## src/rtl/smpl_capture_ctrl.sv

```systemverilog
// Circular-buffer capture controller: decimates smpl, writes it to RAM,
// sequences pretrigger/trigger/posttrigger and reports the oldest address.
//
// Ports:
//   clk, rst_n          - clock, async active-low reset
//   run                 - start request (IDLE only)
//   triggered           - trigger level
//   decimator           - store one sample every 2^decimator clocks
//   trig_pos            - samples to store after the trigger
//   smpl                - sample word
//   done_ack            - host acknowledge, DONE -> IDLE
//   we, waddr, wdata    - RAM write port
//   armed               - pretrigger history is full enough
//   capture_done        - capture complete
//   trig_addr           - oldest valid sample address
module smpl_capture_ctrl #(
  parameter int ADDR_W = 9
) (
  input  logic              clk,
  input  logic              rst_n,
  input  logic              run,
  input  logic              triggered,
  input  logic [3:0]        decimator,
  input  logic [ADDR_W-1:0] trig_pos,
  input  logic [7:0]        smpl,
  input  logic              done_ack,
  output logic              we,
  output logic [ADDR_W-1:0] waddr,
  output logic [7:0]        wdata,
  output logic              armed,
  output logic              capture_done,
  output logic [ADDR_W-1:0] trig_addr
);

  typedef enum logic [2:0] {
    S_IDLE,
    S_PRE,
    S_WAIT,
    S_POST,
    S_DONE
  } state_t;

  localparam logic [ADDR_W:0] FULL = {1'b1, {ADDR_W{1'b0}}};

  state_t state_q;
  state_t state_d;

  logic [15:0]       dec_cnt;
  logic [15:0]       dec_max;
  logic [ADDR_W-1:0] wptr;
  logic [ADDR_W-1:0] wptr_nxt;
  logic [ADDR_W:0]   pre_cnt;
  logic [ADDR_W:0]   thresh;
  logic [ADDR_W-1:0] post_cnt;
  logic [ADDR_W-1:0] post_inc;
  logic              we_post;
  logic              active;
  logic              pre_hit;
  logic              trig_ok;
  logic              post_last;
  logic              strobe;
  logic              start;

  assign dec_max  = (16'd1 << decimator) - 16'd1;
  assign active   = (state_q == S_PRE) || (state_q == S_WAIT) ||
                    (state_q == S_POST);
  // Pointer as it will be after a write completing this edge.
  assign wptr_nxt = we ? wptr + ADDR_W'(1) : wptr;
  assign thresh   = FULL - {1'b0, trig_pos};
  assign pre_hit  = pre_cnt >= thresh;
  assign post_inc = post_cnt + ADDR_W'(1);
  assign trig_ok  = (state_q == S_WAIT) && armed && triggered;
  assign post_last = (state_q == S_POST) && we && we_post &&
                     (post_inc == trig_pos);
  assign start    = (state_q == S_IDLE) && run;

  always_comb begin
    state_d = state_q;
    unique case (state_q)
      S_IDLE: if (run) state_d = S_PRE;
      S_PRE:  if (pre_hit) state_d = S_WAIT;
      S_WAIT: if (trig_ok)
                state_d = (trig_pos == '0) ? S_DONE : S_POST;
      S_POST: if (post_last) state_d = S_DONE;
      S_DONE: if (done_ack) state_d = S_IDLE;
      default: state_d = S_IDLE;
    endcase
  end

  // A strobe on the edge entering DONE would leak a write into DONE.
  assign strobe = active && (dec_cnt == dec_max) &&
                  (state_d != S_DONE);

  always_ff @(posedge clk or negedge rst_n) begin
    if (!rst_n) begin
      state_q      <= S_IDLE;
      dec_cnt      <= '0;
      wptr         <= '0;
      pre_cnt      <= '0;
      post_cnt     <= '0;
      we_post      <= 1'b0;
      we           <= 1'b0;
      waddr        <= '0;
      wdata        <= '0;
      armed        <= 1'b0;
      capture_done <= 1'b0;
      trig_addr    <= '0;
    end else begin
      state_q <= state_d;
      if (start) begin
        dec_cnt  <= '0;
        wptr     <= '0;
        pre_cnt  <= '0;
        post_cnt <= '0;
        armed    <= 1'b0;
        we       <= 1'b0;
        we_post  <= 1'b0;
      end else begin
        we      <= strobe;
        we_post <= strobe && (state_q == S_POST);
        if (strobe) begin
          waddr <= wptr_nxt;
          wdata <= smpl;
        end
        if (active)
          dec_cnt <= (dec_cnt == dec_max) ? '0 : dec_cnt + 16'd1;
        if (we) begin
          wptr <= wptr + ADDR_W'(1);
          if (pre_cnt != FULL) pre_cnt <= pre_cnt + 1'b1;
          if (we_post) post_cnt <= post_inc;
        end
        if (active && pre_hit) armed <= 1'b1;
        if (state_d == S_DONE && state_q != S_DONE) begin
          capture_done <= 1'b1;
          trig_addr    <= wptr_nxt;
        end
        if (state_q == S_DONE && done_ack) capture_done <= 1'b0;
      end
    end
  end

endmodule
```

## config.mk

```make
export PLATFORM = sky130hd
export DESIGN_NAME = smpl_capture_ctrl
export DESIGN_NICKNAME = d
export VERILOG_FILES = /design/src/rtl/smpl_capture_ctrl.sv
export SDC_FILE = /design/constraint.sdc
export NUM_CORES = 1
export LEC_CHECK = 0
export CAP_MARGIN = 20
export CORE_MARGIN = 2
export CORE_UTILIZATION = 57
export CTS_CLUSTER_DIAMETER = 80
export DETAILED_ROUTE_END_ITERATION = 7
export PLACE_DENSITY_LB_ADDON = 0.2
export SETUP_SLACK_MARGIN = 0.05
export SYNTH_ARGS = -nofsm -noshare
export SYNTH_HDL_FRONTEND = slang
export SYNTH_SLANG_ARGS = --single-unit
export TNS_END_PERCENT = 1
```

## constraint.sdc

```tcl
create_clock -name clk -period 3.36 [get_ports clk]
set_clock_uncertainty 0.05 [all_clocks]
set_input_delay 0.672 -clock clk [delete_from_list [all_inputs] [get_ports clk]]
set_output_delay 0.672 -clock clk [all_outputs]
set_load 0.01 [all_outputs]
```

# Yosys cells after proc, flatten, opt, wreduce, memory -nomap -nowiden
# Index checks and enable logic that the tools add are counted.
# W data, S select, Z words.
# classes
n_reduce_logical	27
n_lt_le_gt_ge	1
shifts	1
add_sub_neg	6
muxes	24
n_eq_ne	10
bitwise	1
# op_table
cell	n
$mux W16	3
$mux W9	5
$mux W10	3
$add A9 B1 Y9 const B	2
$mux W3	6
$add A16 B1 Y16 const B	1
$eq A16 B16 Y1	1
$shl A1 B4 Y16 const A	1
$sub A16 B1 Y16 const B	1
$pmux W3 S5	1
$logic_and A1 B1 Y1	12
$reduce_bool A2 Y1	6
$add A10 B1 Y10 const B	1
$ge A10 B10 Y1	1
$ne A10 B10 Y1 const B	1
$reduce_and A2 Y1	5
$sub A10 B9 Y10 const A	1
$eq A9 B9 Y1	1
$logic_not A9 Y1	1
$eq A3 B2 Y1 const B	2
$eq A3 B3 Y1 const B	2
$mux W1	6
$ne A3 B3 Y1 const B	2
$eq A3 B1 Y1 const B	1
3 further kinds	4
# word_totals
wordCells	82
input_bits	26
regBits	77
out_inout_bits	29

# Depth between registers and ports, before layout
# Gate-level depths: netlist of the first run.
# depth
word_depth	10
ltp_mapped	14
ltp_nobuf	12

# Worst setup path before layout of the first run
# Ideal clock, no wire load.
# synth_timing
kind	in2reg
startpoint	input port decimator[1]
endpoint	register dec_cnt[1]
stages	12
setup_ps	122
n_path_buf	3
required_time_ps	3188
arrival_time_ps	3425
setup_slack_ps	-236
path_cell_list	buf_2 > clkbuf_1 > nor3_1 > nand2_1 > ha_1 > or3b_1 > a21o_1 > a311o_1 > or4_1 > buf_2 > or2_4 > a32o_1
# synth_via
elab_chain_len	6
# synth_lines
item	line	rtl
start: declaration	23	input logic [3:0] decimator,
$shl A1 B4 Y16	64	assign dec_max = (16'd1 << decimator) - 16'd1;
$sub A16 B1 Y16	64	
$eq A16 B16 Y1	126	dec_cnt <= (dec_cnt == dec_max) ? '0 : dec_cnt + 16'd1;
$mux W16	126	
$mux W16	125	if (active)
$mux W16	110	if (start) begin
end signal: assignment	126	
end: declaration	48	logic [15:0] dec_cnt;
# No other way between the ends. The select of a mux whose other input is x is not followed.
# A chain may end at the register's enable or synchronous reset.

# Worst setup path after layout of the first run
# layout_timing
startpoint	input port decimator[3]
endpoint	register wdata[4]
# layout_via
elab_chain_len	6
# layout_lines
item	line	rtl
$shl A1 B4 Y16	64	
$sub A16 B1 Y16	64	
$eq A16 B16 Y1	91	assign strobe = active && (dec_cnt == dec_max) &&
$logic_and A1 B1 Y1 (2 in series)	91	
$reduce_and A2 Y1 (no line)	-	
end signal: assignment	123	wdata <= smpl;
end: declaration	29	output logic [7:0] wdata,
# No other way between the ends.

==> flow_summary.yaml, run 1 <==
yosys:
  ys_types: 68
  synth_edf_count: 0
  ys_async_sr_fraction_pct: 100
  synth-seq-cells: 77
  ys_warn_count: 0
  yosysTopAreaCell: "dfrtp_1"
  postSynthAreaPerCell_sq_um: 9.25
  synth_top_flop_cell: "dfrtp_1"
  synthCells: 521
  syn_area_sq_um: 4820
  ys_seq_area_share_pct: 40.0
  syn_nets: 565
  netlist.area_leader.share_pct: 40.0
  synth.area.top_cells: "dfrtp_1, xnor2_1, ha_1, nand2_1, mux2_2"
worst_setup_path:
  crit_family: "simple AND/OR/NAND/NOR gates"
  cpMaxStageDelayCell: "or4_4"
  cp_data_required_time_ns: 3.55
  crit_fanout: 4
  r2r-end: "wdata[4]"
  start_kind: "input pin"
  path_cells: "clkdlybuf4s15_2 -> or4_4 -> ha_4 -> xnor2_2 -> a2111oi_2 -> and4_1 -> and4b_1 -> o2111ai_4 -> buf_12 -> buf_16 -> mux2_4"
  crit_arrival_ns: 3.52
  cp-end-kind: "flip-flop"
  crit_buf_inv: 3
  cpPeakStageDelay_ns: 0.56
  rrSetupSlack_ns: 0.30
  crit_type: "input pin to flip-flop"
  reg2reg_depth: 9
  timing.rr.start: "post_cnt[0]"
sta:
  drv_slew: 0
  setup_viol: 0
  fmax_ghz: 0.300
  rsz0062_at_grt: "true"
  hold_ws_ns: 0.403
  maxSlewHeadroom_pct: 34.5
  hold_viol_final: 0
  fin_setup_tns_ns: 0
  period_share_pct: 99.1
  finalCriticalPeriod_ns: 3.33
  worstMarginPinSlew_ns: 0.983
routing:
  first_iter_violations: 185
  routed_wl_mm: 12.0
  wl_per_cell_microns: 17.0
  num_vias: 4230
  ant_nets: 0
  drc: 0
  viasPerCell: 6.00
  firstDrtPassIters: 6
placement:
  placed_area_sq_um: 5650
  place_congestion: 0.878
  place_hpwl_mm: 8.41
  portBuffers: 54
  dp_cells: 686
final_layout:
  fin_nets: 639
  antenna_cells: 0
  multiInputGateArea_sq_um: 2780
  final_common_cell: "dfrtp_1"
  finalInstanceArea_sq_um: 5990
  n_fill_cell: 629
  area_growth_syn_to_layout_pct: 24.3
  seqCellArea_sq_um: 1930
  layout_common_cells: "dfrtp_1, nand2_1, clkdlybuf4s50_1"
  drive_gt1_share_pct: 15.3
  utilization_pct: 72.9
  final_cells: 705
global_routing:
  grt_pass1_vias: 4151
  grt_busiest_layer: "met2"
  grt_use_total_pct: 27.2
  grt_pass1_wl_mm: 19.6
  gr-total-overflow: 0
  antenna_found_initial: 0
  grt_max_degree: 78
  use_met2_pct: 47.1
  met1_usage_pct: 34.6
  met3_usage_pct: 5.32
die:
  die_area_sq_um: 9210
  die_x_microns: 96.0
  io_pins: 55
  chipHeight_microns: 96.0
  rows: 33
  initial_core_util_pct: 58.7
  coreArea_sq_um: 8220
clock_tree:
  clkLatencyLatePin_ns: 0.35
  root_buffer: "clkbuf_8"
  clock_sinks: 77
  cts_buffers: 9
  cts_tree: "done"
  cts.reportedPaths.clkPinSlew_ns: 0.09
  clk_path_buf_depth: 2
  cts_htree_levels: 3
  holdBufCountCts: 0
power:
  p_per_area_nw_per_um2: 500
  vdd_drop_max_mv: 0.484
  p_leak_nw: 2.67
min_path:
  hold_class: "input pin to async pin"
run_status:
  status: "complete, no violations"
job:
  maxCapViolations: 0
layer usage:
layer	part of all wire (%)	up-vias
met5	0	-
met4	1.0	0
met3	5.2	10
met2	51	111
met1	43	2086
li1	-	2023
final cells by class:
| cell class | count | share of cell area [%] |
|---|---|---|
| Multi-Input combinational cell | 399 | 46.5 |
| Sequential cell | 77 | 32.2 |
| Timing Repair Buffer | 93 | 14.8 |
| Tap cell | 105 | 2.19 |
| Clock buffer | 9 | 2.07 |
| Clock inverter | 7 | 1.36 |
| Inverter | 15 | 0.940 |
per-stage QoR:
step | total power (W) | worst slack [ns]
2_1_floorplan | 0.00194 | 0.0284
3_3_place_gp | 0.00217 | -0.393
3_5_place_dp | 0.00223 | -0.542
4_1_cts | 0.00300 | 0.0583
5_1_grt | 0.00319 | -0.0423
6_report | 0.00300 | 0.0286
flip-flops by register name, indices dropped and copies added (netlist names):
signal and cells:
we 1, we_post 1, pre_cnt 10, waddr 9, state_q 3, dec_cnt 16, trig_addr 9, post_cnt 9
capture_done 1, wptr 9, wdata 8, armed 1
cells by family after synthesis:
group                    Yosys count  synth area share (%)
XOR/XNOR                          43                  7.81
multiplexers                      28                  6.52
buffers and inverters             45                  3.74
adder cells (fa/ha/maj)           18                  4.67
flip-flops                        77                  40.0
AND/OR/NAND/NOR                  217                  23.5
AO/OA/AOI/OAI                     93                  13.8
where the power goes:
part | internal (W) | leakage [nW] | total, W | switching, W
clock | 0.000357 | 0.107 | 0.000739 | 0.000382
combinational | 0.000448 | 1.52 | 0.000898 | 0.000451
sequential | 0.00108 | 1.04 | 0.00136 | 0.000275
cells in the mapped netlist (7+ instances only):
cell type	n
a21oi_1	14
dfrtp_1	77
nand2_1	52
o21ai_0	12
nand3_1	18
nor3_1	18
mux2_1	10
and3_1	7
nor2_1	49
nor2b_1	12
nand4_1	9
o221ai_1	9
xnor2_1	27
and2_1	8
inv_1	15
ha_1	18
o211ai_1	11
mux2_2	17
xor2_1	16
clkbuf_1	20
repair_timing:
action | 4_1_cts | 5_1_grt
pin swaps | 5 | 5
resized for setup | 17 | 9
cloned | 2 | 0
endpoints found under the setup margin | 33 | 18
setup buffers | 2 | 0
worst max path at each step:
stage,from,to,slack [ns],depth (start not counted)
after floorplan,decimator[1],waddr[0],0.03,10
after global routing,decimator[2],wdata[4],-0.04,12
after CTS,decimator[2],waddr[1],0.06,11
final,decimator[3],wdata[4],0.03,11
after global placement,decimator[3],wdata[2],-0.39,10
after detailed placement,decimator[3],wdata[5],-0.54,10
(Power assumes the default switching activity.)
==> run 2: changes to the inputs <==
--- a/config.mk
+++ b/config.mk
@@ -7,7 +7,7 @@
 export LEC_CHECK = 0
 export CAP_MARGIN = 20
 export CORE_MARGIN = 2
-export CORE_UTILIZATION = 57
+export CORE_UTILIZATION = 43
 export CTS_CLUSTER_DIAMETER = 80
 export DETAILED_ROUTE_END_ITERATION = 7
 export PLACE_DENSITY_LB_ADDON = 0.2
==> constraint.sdc (replaced) <==
create_clock -name clk -period 4.3 [get_ports clk]
set_clock_uncertainty 0.05 [all_clocks]
set_input_delay 0.86 -clock clk [delete_from_list [all_inputs] [get_ports clk]]
set_output_delay 0.86 -clock clk [all_outputs]
set_load 0.01 [all_outputs]
==> run 2 against run 1 <==
  * First-iteration DRC count rose by 61%
  * Clock-buffer cell count is 1 higher
  * Sequential cell count unchanged
  * Worst hold slack gained 0.043 ns
  * Die area is 31% higher
  * Setup slack improved by 0.53 ns
  * Critical path depth down 2
  * Combinational power fell by 27%
  * Core utilization down 20 points
  * Critical endpoint is now dec_cnt[3]
  * Largest power group unchanged
  * Highest routed layer unchanged
==> flow_summary.yaml, run 2 (synthesis results as in run 1) <==
routing:
  wl_per_cell_microns: 15.8
  num_vias: 4051
  routed_wl_mm: 11.3
  first_iter_violations: 298
  viasPerCell: 5.67
  firstDrtPassIters: 4
  drc: 0
  ant_nets: 0
worst_setup_path:
  crit_type: "input pin to flip-flop"
  r2r-end: "trig_addr[6]"
  rrSetupSlack_ns: 1.26
  cp-end-kind: "flip-flop"
  reg2reg_depth: 8
  crit_arrival_ns: 3.92
  timing.rr.start: "post_cnt[0]"
  cp_data_required_time_ns: 4.48
  crit_fanout: 7
  start_kind: "input pin"
clock_tree:
  cts_resized: 0
  cts.reportedPaths.clkPinSlew_ns: 0.08
  clk_path_buf_depth: 2
  cts_setup_buffers: 0
  holdBufCountCts: 0
  clkLatencyLatePin_ns: 0.36
  root_buffer: "clkbuf_8"
  cts_tree: "done"
  cts_buffers: 9
  cts_htree_levels: 3
  clock_sinks: 77
global_routing:
  grt_pass1_vias: 3999
  grt_busiest_layer: "met2"
  met1_usage_pct: 26.4
  use_met2_pct: 32.4
  antenna_found_initial: 0
  grt_use_total_pct: 20.3
  grt_pass1_wl_mm: 19.1
  grt_max_degree: 78
  met3_usage_pct: 4.68
  gr-total-overflow: 0
min_path:
  hold_class: "flip-flop to flip-flop"
  hold_depth: 1
  hold_end: "wdata[5]"
  min-delay-start: "wdata[5]"
die:
  initial_core_util_pct: 44.3
  chipHeight_microns: 110
  coreArea_sq_um: 10900
  io_pins: 55
  die_area_sq_um: 12100
  die_x_microns: 110
  rows: 38
final_layout:
  layout_common_cells: "dfrtp_1, clkdlybuf4s50_1, nand2_1"
  final_common_cell: "dfrtp_1"
  antenna_cells: 0
  area_growth_syn_to_layout_pct: 19.6
  n_fill_cell: 1037
  drive_gt1_share_pct: 9.57
  largest_register_ffs: 16
  final_cells: 715
  fin_nets: 614
  reg_top3: "dec_cnt (16), pre_cnt (10)"
  top_register: "dec_cnt"
power:
  power_w: 0.00234
  vdd_drop_max_mv: 0.201
  p_per_area_nw_per_um2: 406
  p_leak_nw: 2.50
sta:
  period_share_pct: 87.0
  maxSlewHeadroom_pct: 34.3
  hold_viol_final: 0
  fin_setup_tns_ns: 0
  finalCriticalPeriod_ns: 3.74
  setup_viol: 0
  fmax_ghz: 0.267
  rsz0062_at_grt: "false"
  worstMarginPinSlew_ns: 0.985
  drv_slew: 0
placement:
  place_congestion: 0.864
  portBuffers: 54
  dp_cells: 699
  place_hpwl_mm: 8.14
run_status:
  status: "complete, no violations"
job:
  maxCapViolations: 0
[run 2: changes by cell type in the layout (fill, tap and decap cells not counted), moves of 2 or more]
| cell | before | now |
|---|---|---|
| xnor2_1 | 25 | 27 |
| buf_4 | 35 | 13 |
| mux2_1 | 5 | 10 |
| buf_12 | 3 | 1 |
| inv_6 | 3 | 1 |
| mux2_4 | 5 | 0 |
| clkdlybuf4s50_1 | 49 | 53 |
| xnor2_2 | 2 | 0 |
| clkdlybuf4s15_1 | 2 | 0 |
[run 2: how the worst max path moves through the flow]
stage	startpoint	end	slack, ns	cells after the start
after CTS	decimator[3]	dec_cnt[1]	0.61	9
after global routing	decimator[1]	dec_cnt[9]	0.44	10
final	decimator[3]	dec_cnt[3]	0.56	9
after detailed placement	decimator[3]	dec_cnt[1]	0.22	9
after floorplan	decimator[1]	dec_cnt[1]	0.52	12
after global placement	decimator[3]	dec_cnt[3]	0.25	9
[run 2: layout make-up]
class | instances | area [sq um] | area share (%)
well taps | 140 | 175 | 3.04
multi-input cells | 399 | 2720 | 47.1
repair buffers | 68 | 659 | 11.4
clock inverters | 6 | 93.8 | 1.63
clock buffers | 10 | 138 | 2.39
inverters | 15 | 56.3 | 0.977
flip-flops and latches | 77 | 1930 | 33.4
[run 2: metal layers]
layer | vias up | wire (microns) | part of all wire (%)
li1 | 1972 | - | -
met1 | 1976 | 5220 | 46
met2 | 81 | 5370 | 48
met3 | 22 | 447 | 4.0
met4 | 0 | 234 | 2.1
met5 | - | 0 | 0
[run 2: power breakdown]
group / leakage (nW) / total, W / switching [W] / internal [W]
registers: 1.04 / 0.00106 / 0.000210 / 0.000848
clock network: 0.113 / 0.000626 / 0.000280 / 0.000346
logic: 1.35 / 0.000657 / 0.000332 / 0.000325
total: 2.50 / 0.00234 / 0.000822 / 0.00152
[run 2: per-stage QoR]
stage	hold WS [ns]	utilization (%)	setup slack, ns	cell area [sq um]
global placement	0.427	50.7	0.255	5520
finish	0.446	52.9	0.560	5760
floorplan	0.444	-	0.516	4820
detailed placement	0.430	50.8	0.215	5530
global route	0.478	52.9	0.438	5760
CTS	0.452	52.9	0.612	5760
[run 2: worst max-delay path: stages]
cell and delay, ns:
clkdlybuf4s50_1 0.44, or4_4 0.55, ha_1 0.30, xnor2_1 0.17, xnor2_1 0.13, a311o_1 0.34, or4_1 0.61, o21ai_1 0.37
o211ai_1 0.16
